**src/rtl/instruction_emitter.sv**
```systemverilog
// Instruction emitter: serialises 16-bit {operation, ir_addr} words as HI then LO bytes
// on an 8-bit strobed bus, with a one-entry pending buffer and an optional idle gap.
module instruction_emitter #(
  parameter int GAP = 0
) (
  input  logic        clk,
  input  logic        rst,
  input  logic        in_valid,
  output logic        in_ready,
  input  logic [2:0]  operation,
  input  logic [12:0] ir_addr,
  input  logic        hold,
  output logic [7:0]  data,
  output logic        en,
  output logic        busy,
  output logic [7:0]  words_sent,
  output logic [1:0]  state_dbg
);

  // Handshake: a word is accepted on a rising edge where in_valid && in_ready;
  // in_ready depends only on the pending buffer, never on in_valid or hold.

  typedef enum logic [1:0] {
    IDLE = 2'd0,
    HI   = 2'd1,
    LO   = 2'd2,
    GAPW = 2'd3
  } state_t;

  localparam logic [3:0] GAP_LAST = (GAP > 0) ? 4'(GAP - 1) : 4'd0;

  state_t      state, state_nx;
  logic [15:0] active_word, active_nx;
  logic [15:0] pending_word, pending_nx;
  logic        pending_full, pending_full_nx;
  logic [3:0]  gap_cnt, gap_cnt_nx;
  logic [15:0] in_word;
  logic        accept, decide, start;
  logic        en_nx;
  logic [7:0]  data_nx;

  assign in_word   = {operation, ir_addr};
  assign in_ready  = !pending_full;
  assign accept    = in_valid && in_ready;
  assign busy      = (state != IDLE) || pending_full;
  assign state_dbg = state;

  // Start decisions happen only between words, so hold can never split a HI/LO pair.
  always_comb begin
    decide = 1'b0;
    case (state)
      IDLE:    decide = 1'b1;
      LO:      decide = (GAP == 0);
      GAPW:    decide = (gap_cnt == 4'd0);
      default: decide = 1'b0;
    endcase
    start = decide && (pending_full || accept) && !hold;
  end

  always_comb begin
    state_nx        = state;
    active_nx       = active_word;
    pending_nx      = pending_word;
    pending_full_nx = pending_full;
    gap_cnt_nx      = gap_cnt;

    case (state)
      IDLE: state_nx = IDLE;
      HI:   state_nx = LO;
      LO: begin
        if (GAP > 0) begin
          state_nx   = GAPW;
          gap_cnt_nx = GAP_LAST;
        end else begin
          state_nx = IDLE;
        end
      end
      GAPW: begin
        if (gap_cnt == 4'd0) state_nx = IDLE;
        else                 gap_cnt_nx = gap_cnt - 4'd1;
      end
      default: state_nx = IDLE;
    endcase

    // The oldest word becomes active; a word accepted on the same edge refills pending.
    if (start) begin
      state_nx = HI;
      if (pending_full) begin
        active_nx       = pending_word;
        pending_full_nx = accept;
        if (accept) pending_nx = in_word;
      end else begin
        active_nx = in_word;
      end
    end else if (accept) begin
      pending_full_nx = 1'b1;
      pending_nx      = in_word;
    end

    en_nx   = (state_nx == HI) || (state_nx == LO);
    data_nx = 8'h00;
    if (state_nx == HI)      data_nx = active_nx[15:8];
    else if (state_nx == LO) data_nx = active_nx[7:0];
  end

  always_ff @(posedge clk) begin
    if (rst) begin
      state        <= IDLE;
      active_word  <= 16'h0000;
      pending_word <= 16'h0000;
      pending_full <= 1'b0;
      gap_cnt      <= 4'd0;
      en           <= 1'b0;
      data         <= 8'h00;
      words_sent   <= 8'd0;
    end else begin
      state        <= state_nx;
      active_word  <= active_nx;
      pending_word <= pending_nx;
      pending_full <= pending_full_nx;
      gap_cnt      <= gap_cnt_nx;
      en           <= en_nx;
      data         <= data_nx;
      if (state == LO) words_sent <= words_sent + 8'd1;
    end
  end

endmodule

```
**config.mk**
```make
export PLATFORM = sky130hd
export DESIGN_NAME = instruction_emitter
export DESIGN_NICKNAME = d
export VERILOG_FILES = /design/src/rtl/instruction_emitter.sv
export SDC_FILE = /design/constraint.sdc
export NUM_CORES = 1
export LEC_CHECK = 0
export CORE_MARGIN = 3
export CORE_UTILIZATION = 49
export DETAILED_ROUTE_END_ITERATION = 8
export PLACE_DENSITY = 0.87
export SLEW_MARGIN = 20
export SYNTH_ARGS = -nofsm -noshare
export SYNTH_HDL_FRONTEND = slang
export SYNTH_SLANG_ARGS = --single-unit
```
**constraint.sdc**
```tcl
create_clock -name clk -period 2 [get_ports clk]
set_input_delay 0.2 -clock clk [delete_from_list [all_inputs] [get_ports clk]]
set_output_delay 0.2 -clock clk [all_outputs]
set_load 0.01 [all_outputs]
```
==> metrics <==
status=finished clean; fin crit share=0.918; FILL cells=around 350; Primary FF master, synth=dfxtp_1; Worst Hold Class=flop to flop; Post-Syn Nets=between 200 and 300; post-synthesis mux area share=0.122; critical setup path kind=flop to output port; gr ovfl total=0; Clock Latency Late Sink=0.29 ns; # rows=23; All-Layer GR Usage=0.190; RR Startpoint=gap_cnt[1]$_SDFFE_PP0P_; final wirelength=about 4.7 mm; first-pass GRT wire length=8.05 mm; clock share of power=0.318; # port buffers=40; H-Tree Level Count=2; clock sink count=48; setup bufs post-CTS=0; Final Instance Count excl. Fillers=330; Area after DPL=about 0.0026 mm²; EDFF count, synth=0; combinational power share=0.141; final slew viol count=0; Setup crit end kind=output port; Peak VDD IR=around 0.34 mV; Yosys warnings=0; Setup Skew=0.00469 ns; Post-Synth XOR/XNOR Area=0.0119; Hold Worst Slack=roughly 0.46 ns; post-cts resize count=0; compound-cell area share of the yosys netlist=0.149; final hold violations=0; CP peak stage delay=~0.49 ns; Starting Density=0.531; switching part of the total power=0.238; fin area=0.00274 mm²; Simple-Gate Fraction of Synth Area=0.202; reg-to-reg slack, setup=roughly 0.21 ns; Layout area overhead=23.4%; Worst-path clk slew=around 0.080 ns; Slowest cell on crit path=clkdlybuf4s50_1; Min Clock Period, post-route=~1.8 ns; WP data arrival=1.64 ns; P_sw=roughly 450 µW; drc violations=0; RD Place Congestion=roughly 0.8; detailed placement HPWL=3.41 mm; Fmax=around 0.54 GHz; initial antenna violation count=0; Diodes inserted=0; FFs w/ async S/R, synth=0; Max clock buf depth=2; drt pass-1 iters=4; sequential cell area=about 960 µm²; DR vias=roughly 1800; setup violators final=0; worst relative slew slack=0.621; dominant cells by area after synthesis=dfxtp_1, mux2i_1, nand2_1, o21ai_0, mux2_2; crit path max fanout=11; Netlist Area Pre-Place=about 0.0022 mm²; Tightest Pin Transition=between 0.5 and 0.6 ns; setup TNS=0 ns; distinct cell type count of the synthesized netlist=between 40 and 50; DR iter-0 viols=between 100 and 150; main combinational cell family by area after synthesis=simple AND/OR/NAND/NOR gates; Die X=around 73 µm; Placeable Area=0.00417 mm²; CTS tree=done; Synth area leader=dfxtp_1; Hold Startpoint=pending_word[10]$_SDFFE_PP0P_; Cell Chain, Critical Path=or3_1 -> clkdlybuf4s50_1; WP data required=about 1.8 ns; # Max-Cap Violations=0; Lkg Pwr=0.000992 µW; root buffer cell=clkbuf_8; largest net degree at the start of global routing=19; PwrDens=around 700 mW/mm²; CP Launch Type=flop; layout cells sized above 1=0.143; IO Count=41; Vias/cell=5.52; synthesis-stage register bit count=48; sequential fraction of the synthesis area=0.434; Pint=~1500 µW; Avg Cell Area, Syn=about 9.1 µm²; CTS Hold Buffers Added=0; DIE AREA=approximately 0.0054 mm²; Placed Cells=roughly 320; CTS buffer count=5; RSZ-0062 raised after global routing=no; Die Span Y=approximately 73 µm; Antenna Nets Post-Route=0; crit path launch=pending_full$_SDFFE_PP0P_; post-synthesis adder-cell area fraction=0.0113; vias in the first global route=approximately 1800; area share of the largest cell type after synthesis=0.434; Final nets=about 300; Cells after Synth=about 240; Avg WL per Cell=around 14 µm; Multi-input gate area=about 0.0011 mm²; sequential share of power=0.541
## cell families (layout without fill, tap and decap cells)
family                     after synthesis  count (layout)
and+or+nand+nor                         81              81
buffers and inverters                   32              69
adders and majority gates                2               2
DFF                                     48              48
AOI/OAI and AO/OA                       51              51
muxes                                   26              26
xor gates and xnor gates                 3               3
## through the flow
stage | total power [µW] | worst slack [ns] | utilization
after floorplan | 1220 | 0.453 | -
after global placement | 1310 | 0.310 | 0.632
after detailed placement | 1320 | 0.249 | 0.632
after CTS | 1920 | 0.159 | 0.655
after global routing | 1980 | 0.0874 | 0.655
final | 1910 | 0.164 | 0.655
## registers in the layout, summed over array words and instances, names as in the netlist
| signal | cells |
|---|---|
| state_dbg | 2 |
| en | 1 |
| pending_word | 16 |
| gap_cnt | 4 |
| words_sent | 8 |
| active_word | 8 |
| pending_full | 1 |
| data | 8 |
## layer usage
metal	vias up	track usage	part of all wire
li1	920	-	-
met1	845	0.243	0.46
met2	55	0.319	0.48
met3	2	0.0344	0.053
met4	0	0.0676	0.0067
met5	-	0	0
## synth_stat cells, drive strengths merged (2+ instances only)
cell / number
a21oi: 17
nand2: 42
or4: 3
o31ai: 2
inv: 13
mux2i: 18
o21ai: 19
nor2: 6
xnor2: 2
nand4: 2
nand4b: 2
nor2b: 2
a221oi: 8
ha: 2
nor3b: 3
clkbuf: 9
mux2: 8
dfxtp: 48
or3: 5
or3b: 8
buf: 10
## area by class of cell
class | count | share of cell area
clock buffer | 7 | 0.0352
inverter | 13 | 0.0178
multi-input combinational | 163 | 0.402
sequential | 48 | 0.351
tap | 50 | 0.0229
timing repair buffer | 49 | 0.171
## worst max-delay path, delay by kind of cell (launching register included)
kind                   cells  cell delay [ns]
buffers and inverters      1             0.49
DFF                        1             0.43
and+or+nand+nor            1             0.42
## placed cells by master, fill, tap and decap left out, types with 2 or more instances in the layout
master	n
a21oi_1	16
a221oi_1	5
a221oi_2	3
buf_4	9
clkbuf_8	7
clkdlybuf4s50_1	40
dfxtp_1	48
ha_1	2
inv_1	12
mux2_2	8
mux2i_1	18
nand2_1	42
nand4_1	2
nand4b_1	2
nor2_1	6
nor2b_1	2
nor3b_1	2
o21ai_0	19
o31ai_1	2
or3_1	5
or3b_2	8
or4_1	3
xnor2_1	2
## worst paths after layout
| check | cells past startpoint | endpoint |
|---|---|---|
| setup / recovery | 2 | busy |
| hold / removal | 2 | pending_word[10]$_SDFFE_PP0P_ |
| setup reg to reg | 5 | active_word[4]$_SDFF_PP0_ |
| hold reg to reg | 2 | pending_word[10]$_SDFFE_PP0P_ |
## power groups by stage
stage / Sequential, µW / Combinational (µW) / Clock, µW
after CTS: 1030 / 270 / 617
after detailed placement: 1050 / 269 / 0
after global placement: 1050 / 261 / 0
after global routing: 1040 / 295 / 649
after floorplan: 1050 / 170 / 0
final: 1030 / 270 / 606
Power figures use the tool's default switching activity.
